--- config.mk ---
export PLATFORM = sky130hd
export DESIGN_NAME = order_frame_decoder
export DESIGN_NICKNAME = d
export VERILOG_FILES = /design/src/rtl/order_frame_decoder.sv
export SDC_FILE = /design/constraint.sdc
export NUM_CORES = 1
export LEC_CHECK = 0
export BUFFER_PORTS_ARGS = -buffer_cell sky130_fd_sc_hd__clkbuf_2
export CORE_MARGIN = 5
export CORE_UTILIZATION = 29
export DETAILED_ROUTE_END_ITERATION = 8
export PLACE_DENSITY = 0.53
export SLEW_MARGIN = 15
export SYNTH_ARGS = -nofsm -noshare
export SYNTH_HDL_FRONTEND = slang
export SYNTH_SLANG_ARGS = --single-unit
--- constraint.sdc ---
create_clock -name clk -period 6.3 [get_ports clk]
set_input_delay 1.89 -clock clk [delete_from_list [all_inputs] [get_ports clk]]
set_output_delay 1.89 -clock clk [all_outputs]
set_load 0.01 [all_outputs]
--- src/rtl/order_frame_decoder.sv ---
// Frame decoder between UART_RX and the snack manager: sync, lo, hi, checksum.
// Good frames pulse cmd_valid with cmd_out = {hi,lo}. Bad or stalled frames pulse frame_err and are counted.
module order_frame_decoder #(
  parameter logic [7:0] SYNC_BYTE      = 8'hA5,
  parameter int         TIMEOUT_CYCLES = 100000
) (
  input  logic        clk,
  input  logic        rst,
  input  logic [7:0]  rx_data,
  input  logic        rx_valid,
  output logic [15:0] cmd_out,
  output logic        cmd_valid,
  output logic        frame_err,
  output logic [1:0]  err_code,
  output logic [7:0]  err_count,
  output logic        in_frame
);

  localparam int CW = ($clog2(TIMEOUT_CYCLES) > 17) ? $clog2(TIMEOUT_CYCLES) : 17;
  localparam logic [CW-1:0] IDLE_MAX = CW'(TIMEOUT_CYCLES - 1);

  localparam logic [1:0] ERR_NONE     = 2'b00;
  localparam logic [1:0] ERR_CHECKSUM = 2'b01;
  localparam logic [1:0] ERR_TIMEOUT  = 2'b10;

  typedef enum logic [1:0] {S_SYNC, S_LO, S_HI, S_CHK} state_t;

  state_t        state, state_n;
  logic [7:0]    lo, lo_n, hi, hi_n;
  logic [CW-1:0] idle, idle_n;
  logic [15:0]   cmd_out_n;
  logic          cmd_valid_n, frame_err_n;
  logic [1:0]    err_code_n;
  logic [7:0]    err_count_n;
  logic          err_hit;
  logic [1:0]    err_cause;

  always_comb begin
    // NOTE: every signal assigned here gets a default first so no path leaves it unassigned (no latch).
    state_n     = state;
    lo_n        = lo;
    hi_n        = hi;
    idle_n      = idle;
    cmd_out_n   = cmd_out;
    cmd_valid_n = 1'b0;
    frame_err_n = 1'b0;
    err_code_n  = err_code;
    err_count_n = err_count;
    err_hit     = 1'b0;
    err_cause   = ERR_NONE;

    if (state == S_SYNC) begin
      idle_n = '0;
      if (rx_valid && rx_data == SYNC_BYTE) state_n = S_LO;
    end else if (rx_valid) begin
      // A byte on the timeout cycle wins: it is consumed and the idle count restarts.
      idle_n = '0;
      case (state)
        S_LO: begin
          lo_n    = rx_data;
          state_n = S_HI;
        end
        S_HI: begin
          hi_n    = rx_data;
          state_n = S_CHK;
        end
        default: begin
          state_n = S_SYNC;
          if (rx_data == (lo ^ hi)) begin
            cmd_out_n   = {hi, lo};
            cmd_valid_n = 1'b1;
          end else begin
            err_hit   = 1'b1;
            err_cause = ERR_CHECKSUM;
          end
        end
      endcase
    end else if (idle == IDLE_MAX) begin
      state_n   = S_SYNC;
      idle_n    = '0;
      err_hit   = 1'b1;
      err_cause = ERR_TIMEOUT;
    end else begin
      idle_n = idle + 1'b1;
    end

    if (err_hit) begin
      frame_err_n = 1'b1;
      err_code_n  = err_cause;
      err_count_n = (err_count == 8'hFF) ? err_count : err_count + 8'd1;
    end
  end

  // NOTE: sequential state uses non-blocking assignments so all registers update together at the edge.
  always_ff @(posedge clk) begin
    if (rst) begin
      state     <= S_SYNC;
      lo        <= '0;
      hi        <= '0;
      idle      <= '0;
      cmd_out   <= '0;
      cmd_valid <= 1'b0;
      frame_err <= 1'b0;
      err_code  <= ERR_NONE;
      err_count <= '0;
    end else begin
      state     <= state_n;
      lo        <= lo_n;
      hi        <= hi_n;
      idle      <= idle_n;
      cmd_out   <= cmd_out_n;
      cmd_valid <= cmd_valid_n;
      frame_err <= frame_err_n;
      err_code  <= err_code_n;
      err_count <= err_count_n;
    end
  end

  assign in_frame = (state != S_SYNC);

endmodule

# Word-level counts from Yosys, hierarchy flattened
# Index checks and enable logic that the tools add are counted.
# W data, S select, Z words.
# totals
ff_bits,63
word_cells,52
output_inout_bits,29
# classes
bitwise,5
n_eq_ne,7
n_mux,17
n_addsub,2
n_reduce_logical,12
# ops
op,n
$add A17 B1 Y17 const B,1
$eq A17 B17 Y1 const B,1
$eq A8 B8 Y1 const B,2
$mux W2,7
$mux W1,9
$add A8 B1 Y8 const B,1
$eq A8 B8 Y1,1
$xor A8 B8 Y8,1
$reduce_and A3 Y1,2
$reduce_or A5 Y1,1
$not A1 Y1,4
$pmux W2 S2,1
$reduce_and A2 Y1,2
$reduce_and A4 Y1,1
$reduce_or A4 Y1,1
$reduce_bool A3 Y1,1
$eq A2 B1 Y1 const B,1
$eq A2 B2 Y1 const B,1
$logic_not A2 Y1,1
$ne A2 B1 Y1 const B,1
$reduce_bool A2 Y1,1
$reduce_or A2 Y1,1
$logic_and A1 B1 Y1,1

# Depth between registers and ports, before layout
# logic_depth
depth_word,7
ltp_mapped,8

# Worst setup path after synthesis
# OpenSTA, ideal clock, no wires.
# synth_timing
path_type,input port to flip-flop
from,input rx_data[6]
to,register err_count[5]
cell_stages,6
required_ns,6.177
arrival_time_ns,3.217
setup_slack_ns,2.960
cell_sequence,xnor3_2 nand4_4 o21ai_2 buf_6 a2111oi_4 mux2_1
# synth_between
elab_chain_len,6
# synth_rtl
item,line,source
"start, declared",9,"input logic [7:0] rx_data,"
$eq A8 B8 Y1,69,if (rx_data == (lo ^ hi)) begin
$mux W1,69,
$mux W1,58,case (state)
$mux W1,55,end else if (rx_valid) begin
$mux W1,52,if (state == S_SYNC) begin
$reduce_and A2 Y1 (no source line),--,
"end signal, assigned",115,err_count <= err_count_n;
"end, declared",15,"output logic [7:0] err_count,"
# Every way passes these cells.
# A chain may end at the register's enable or synchronous reset.

# Worst setup path in the final report
# layout_timing
from,input rx_data[3]
to,register cmd_out[4]
# layout_between
elab_chain_len,2
# layout_rtl
item,line,source
$eq A8 B8 Y1,69,
$reduce_and A4 Y1 (no source line),--,
"end signal, assigned",111,cmd_out <= cmd_out_n;
"end, declared",11,"output logic [15:0] cmd_out,"
# Every way passes these cells.

==> impl_metrics.ini <==
[cts]
numCtsBuffers = 9
clk_latency_ps = 340
clk_pin_slew_ps = 70
cts_resized = 0
h-tree-depth = 3
cts_buffer_depth = 2
clkSinkCount = 63
cts.hold.buffers_added = 0
cts_tree = built
cts_setup_buffers = 0
root_buffer = clkbuf_8

[sta]
rsz0062_at_grt = false
finalClockSkew_ps = 10.55
finalSetupTns_ps = 0
period_share = 0.5537
setup_viol_count_final = 0
fmax_mhz = 286.7
fin_crit_ps = 3489
slew_violations = 0
hold_viol_final = 0
maxSlewHeadroom = 0.3519
worst_pin_slew_ps = 969.0

[worst_setup_path]
worst-path-max-fanout = 16
endpoint = cmd_out[4]$_SDFFE_PP0P_
r2r_end = cmd_out[4]$_SDFFE_PP0P_
start_kind = input port
cp-end-kind = register
crit_required_ps = 6500
crit_chain = clkbuf_2, xnor3_1, nand4_4, nor3_4, mux2i_1, nor2_1
regToRegSetupSlack_ps = 4080
cp_slowest_stage_delay_ps = 810
crit_slowest_cell = nor3_4
path_class = input port to register
r2r-start = hi[2]$_SDFFE_PP0P_
reg2reg_depth = 5
crit_start = rx_data[3]
arrival_ps = 3690

[detailed_routing]
drc = 0
avgViaCountPerCell = 4.608
antenna_left = 0
vias = 2244
first_iter_violations = 116
first_pass_iters = 4
routed_wirelength_microns = 6229
drt-wirelength-per-cell_microns = 12.79

[grt]
grt_util_all_layers = 0.1059
grt_max_degree = 53
grt_pass1_vias = 2219
grt_pass1_wl_microns = 10710
antenna_found_initial = 0
overflow = 0

[yosys]
synth_nets = 325
synth_ff_type = dfxtp_1
synth_cells = 308
async_flop_share = 0
yosysTopAreaCellShare = 0.4250
yosysWarnings = 0
ys_seq_area_frac = 0.4250
synth_cell_types = 45
avgSynthCellArea_sq_um = 9.636
synth-edff-count = 0
ys_seq_elements = 63
synth.area.top_cells = dfxtp_1 (42%), mux2i_1 (5.4%), nor2_1 (5.3%), nand3_1 (4.4%), nand2_1 (3.8%)
syn-cell-area_sq_um = 2968
synth_top_cell_by_area = dfxtp_1

[die]
core_area_sq_um = 10140
floorplan.initialDensity = 0.2927
rows = 37
dieHeight_microns = 111.2
num_io_pins = 40
die_area_sq_um = 12360
die_w_microns = 111.2

[power]
power.density_nw_per_um2 = 213.1
p_leak_nw = 1.310
pwr-share-clk = 0.423
switching_power_uw = 173.4
ir_drop_uv = 68.40
combinationalPowerShare = 0.035
swShare = 0.2362
p_int_uw = 560.7
seqPwrFrac = 0.542

[run]
cap_viol_max_count = 0

[final_layout]
area_growth_pct = 16.06
post-route-cell-area_sq_um = 3445
n_antenna_cell = 0
nNetsFinal = 363
fillers = 1080
drive_above_1_share = 0.2051

[place]
io_buffers = 39
place.gp.congestion = 0.7721
dp_hpwl_microns = 4405
dpl-instance-area_sq_um = 3269

[hold_path]
min_from = idle[0]$_SDFF_PP0_
min_path_type = register to register

[status]
outcome = complete, no violations
-- worst max-delay path, delay by kind of cell --
family                 cells  cell delay [ps]
AND/OR/NAND/NOR            3             1030
XOR/XNOR                   1              340
multiplexers               1              290
buffers and inverters      1              130
-- cells by family (layout without fill, tap and decap cells) --
| kind of cell | count (synthesis) | in the layout | synth area share |
|---|---|---|---|
| and+or+nand+nor | 135 | 135 | 0.2395 |
| muxes | 22 | 22 | 0.07673 |
| AOI/OAI and AO/OA | 40 | 40 | 0.09444 |
| buffers and inverters | 19 | 62 | 0.03288 |
| adders and majority gates | 6 | 6 | 0.02529 |
| xor gates and xnor gates | 23 | 23 | 0.1062 |
| DFF | 63 | 63 | 0.4250 |
-- final cells by class --
class | instances | area, sq um | share of cell area
multi-input combinational | 226 | 1609 | 0.4671
tap | 136 | 170.2 | 0.04940
clock inverter | 5 | 33.78 | 0.009807
inverter | 5 | 18.77 | 0.005449
sequential | 63 | 1261 | 0.3661
clock buffer | 11 | 141.4 | 0.04105
timing repair buffer | 41 | 210.2 | 0.06102
-- registers in the layout, indices dropped and copies added (netlist names) --
name and count:
cmd_out 16, cmd_valid 1, err_code 2, err_count 8, frame_err 1, hi 8
idle 17, lo 8, state 2
-- power by group through the flow --
stage	Clock, mW	Sequential, mW	Combinational (mW)
floorplan	0	0.407	0.0166
global placement	0	0.407	0.0258
detailed placement	0	0.407	0.0260
CTS	0.324	0.398	0.0259
global route	0.339	0.398	0.0280
finish	0.311	0.398	0.0254
-- metrics by stage --
stage	power (mW)	hold slack (ps)	instances	utilization	setup slack, ps
2_1_floorplan	0.4240	412.9	308	-	2960
3_3_place_gp	0.4332	421.5	471	0.3225	2450
3_5_place_dp	0.4333	431.4	471	0.3225	2443
4_1_cts	0.7477	446.8	487	0.3398	2767
5_1_grt	0.7653	461.7	487	0.3398	2669
6_report	0.7341	448.5	487	0.3398	2811
-- Yosys cell counts, types with 5 or more instances --
| cell type | number |
|---|---|
| mux2i_1 | 16 |
| nor2b_1 | 7 |
| xnor2_1 | 6 |
| xor2_1 | 9 |
| dfxtp_1 | 63 |
| and3_1 | 5 |
| nand3_1 | 26 |
| nand2_1 | 30 |
| a21oi_1 | 21 |
| and4_1 | 5 |
| ha_1 | 6 |
| inv_1 | 5 |
| xnor3_1 | 5 |
| nor2_1 | 42 |
| clkbuf_1 | 9 |
| a211oi_1 | 6 |
-- cells in the final DEF (no fill, tap or decap), drive strengths merged, types with 2 or more instances in the layout --
cell	Yosys	routed
a21oi	21	21
a2111oi	2	2
nand2	30	30
nand2b	2	2
nor2	42	42
inv	5	5
ha	6	6
o211ai	2	2
dfxtp	63	63
a211oi	6	6
clkinvlp	0	2
xnor2	6	6
clkinv	0	3
nor3	3	3
nor4bb	2	2
mux2i	16	16
and3	5	5
and2	3	3
xnor3	8	8
nor2b	7	7
o21ai	3	3
and4	5	5
nand3	26	26
buf	5	2
clkbuf	9	50
nand4	5	5
mux2	6	6
xor2	9	9
-- worst min path at each step --
stage | to | slack [ps] | depth (start not counted)
6_report | idle[0]$_SDFF_PP0_ | 450 | 1
5_1_grt | idle[0]$_SDFF_PP0_ | 460 | 1
4_1_cts | idle[0]$_SDFF_PP0_ | 450 | 1
3_5_place_dp | idle[0]$_SDFF_PP0_ | 430 | 1
3_3_place_gp | idle[0]$_SDFF_PP0_ | 420 | 1
2_1_floorplan | idle[0]$_SDFF_PP0_ | 410 | 1
-- metal layers --
layer / wire length (microns) / GRT usage
met5: 0 / 0
met2: 2892 / 0.1705
met3: 196 / 0.02347
met4: 157 / 0.05839
met1: 2983 / 0.1310
(Power assumes the default switching activity.)
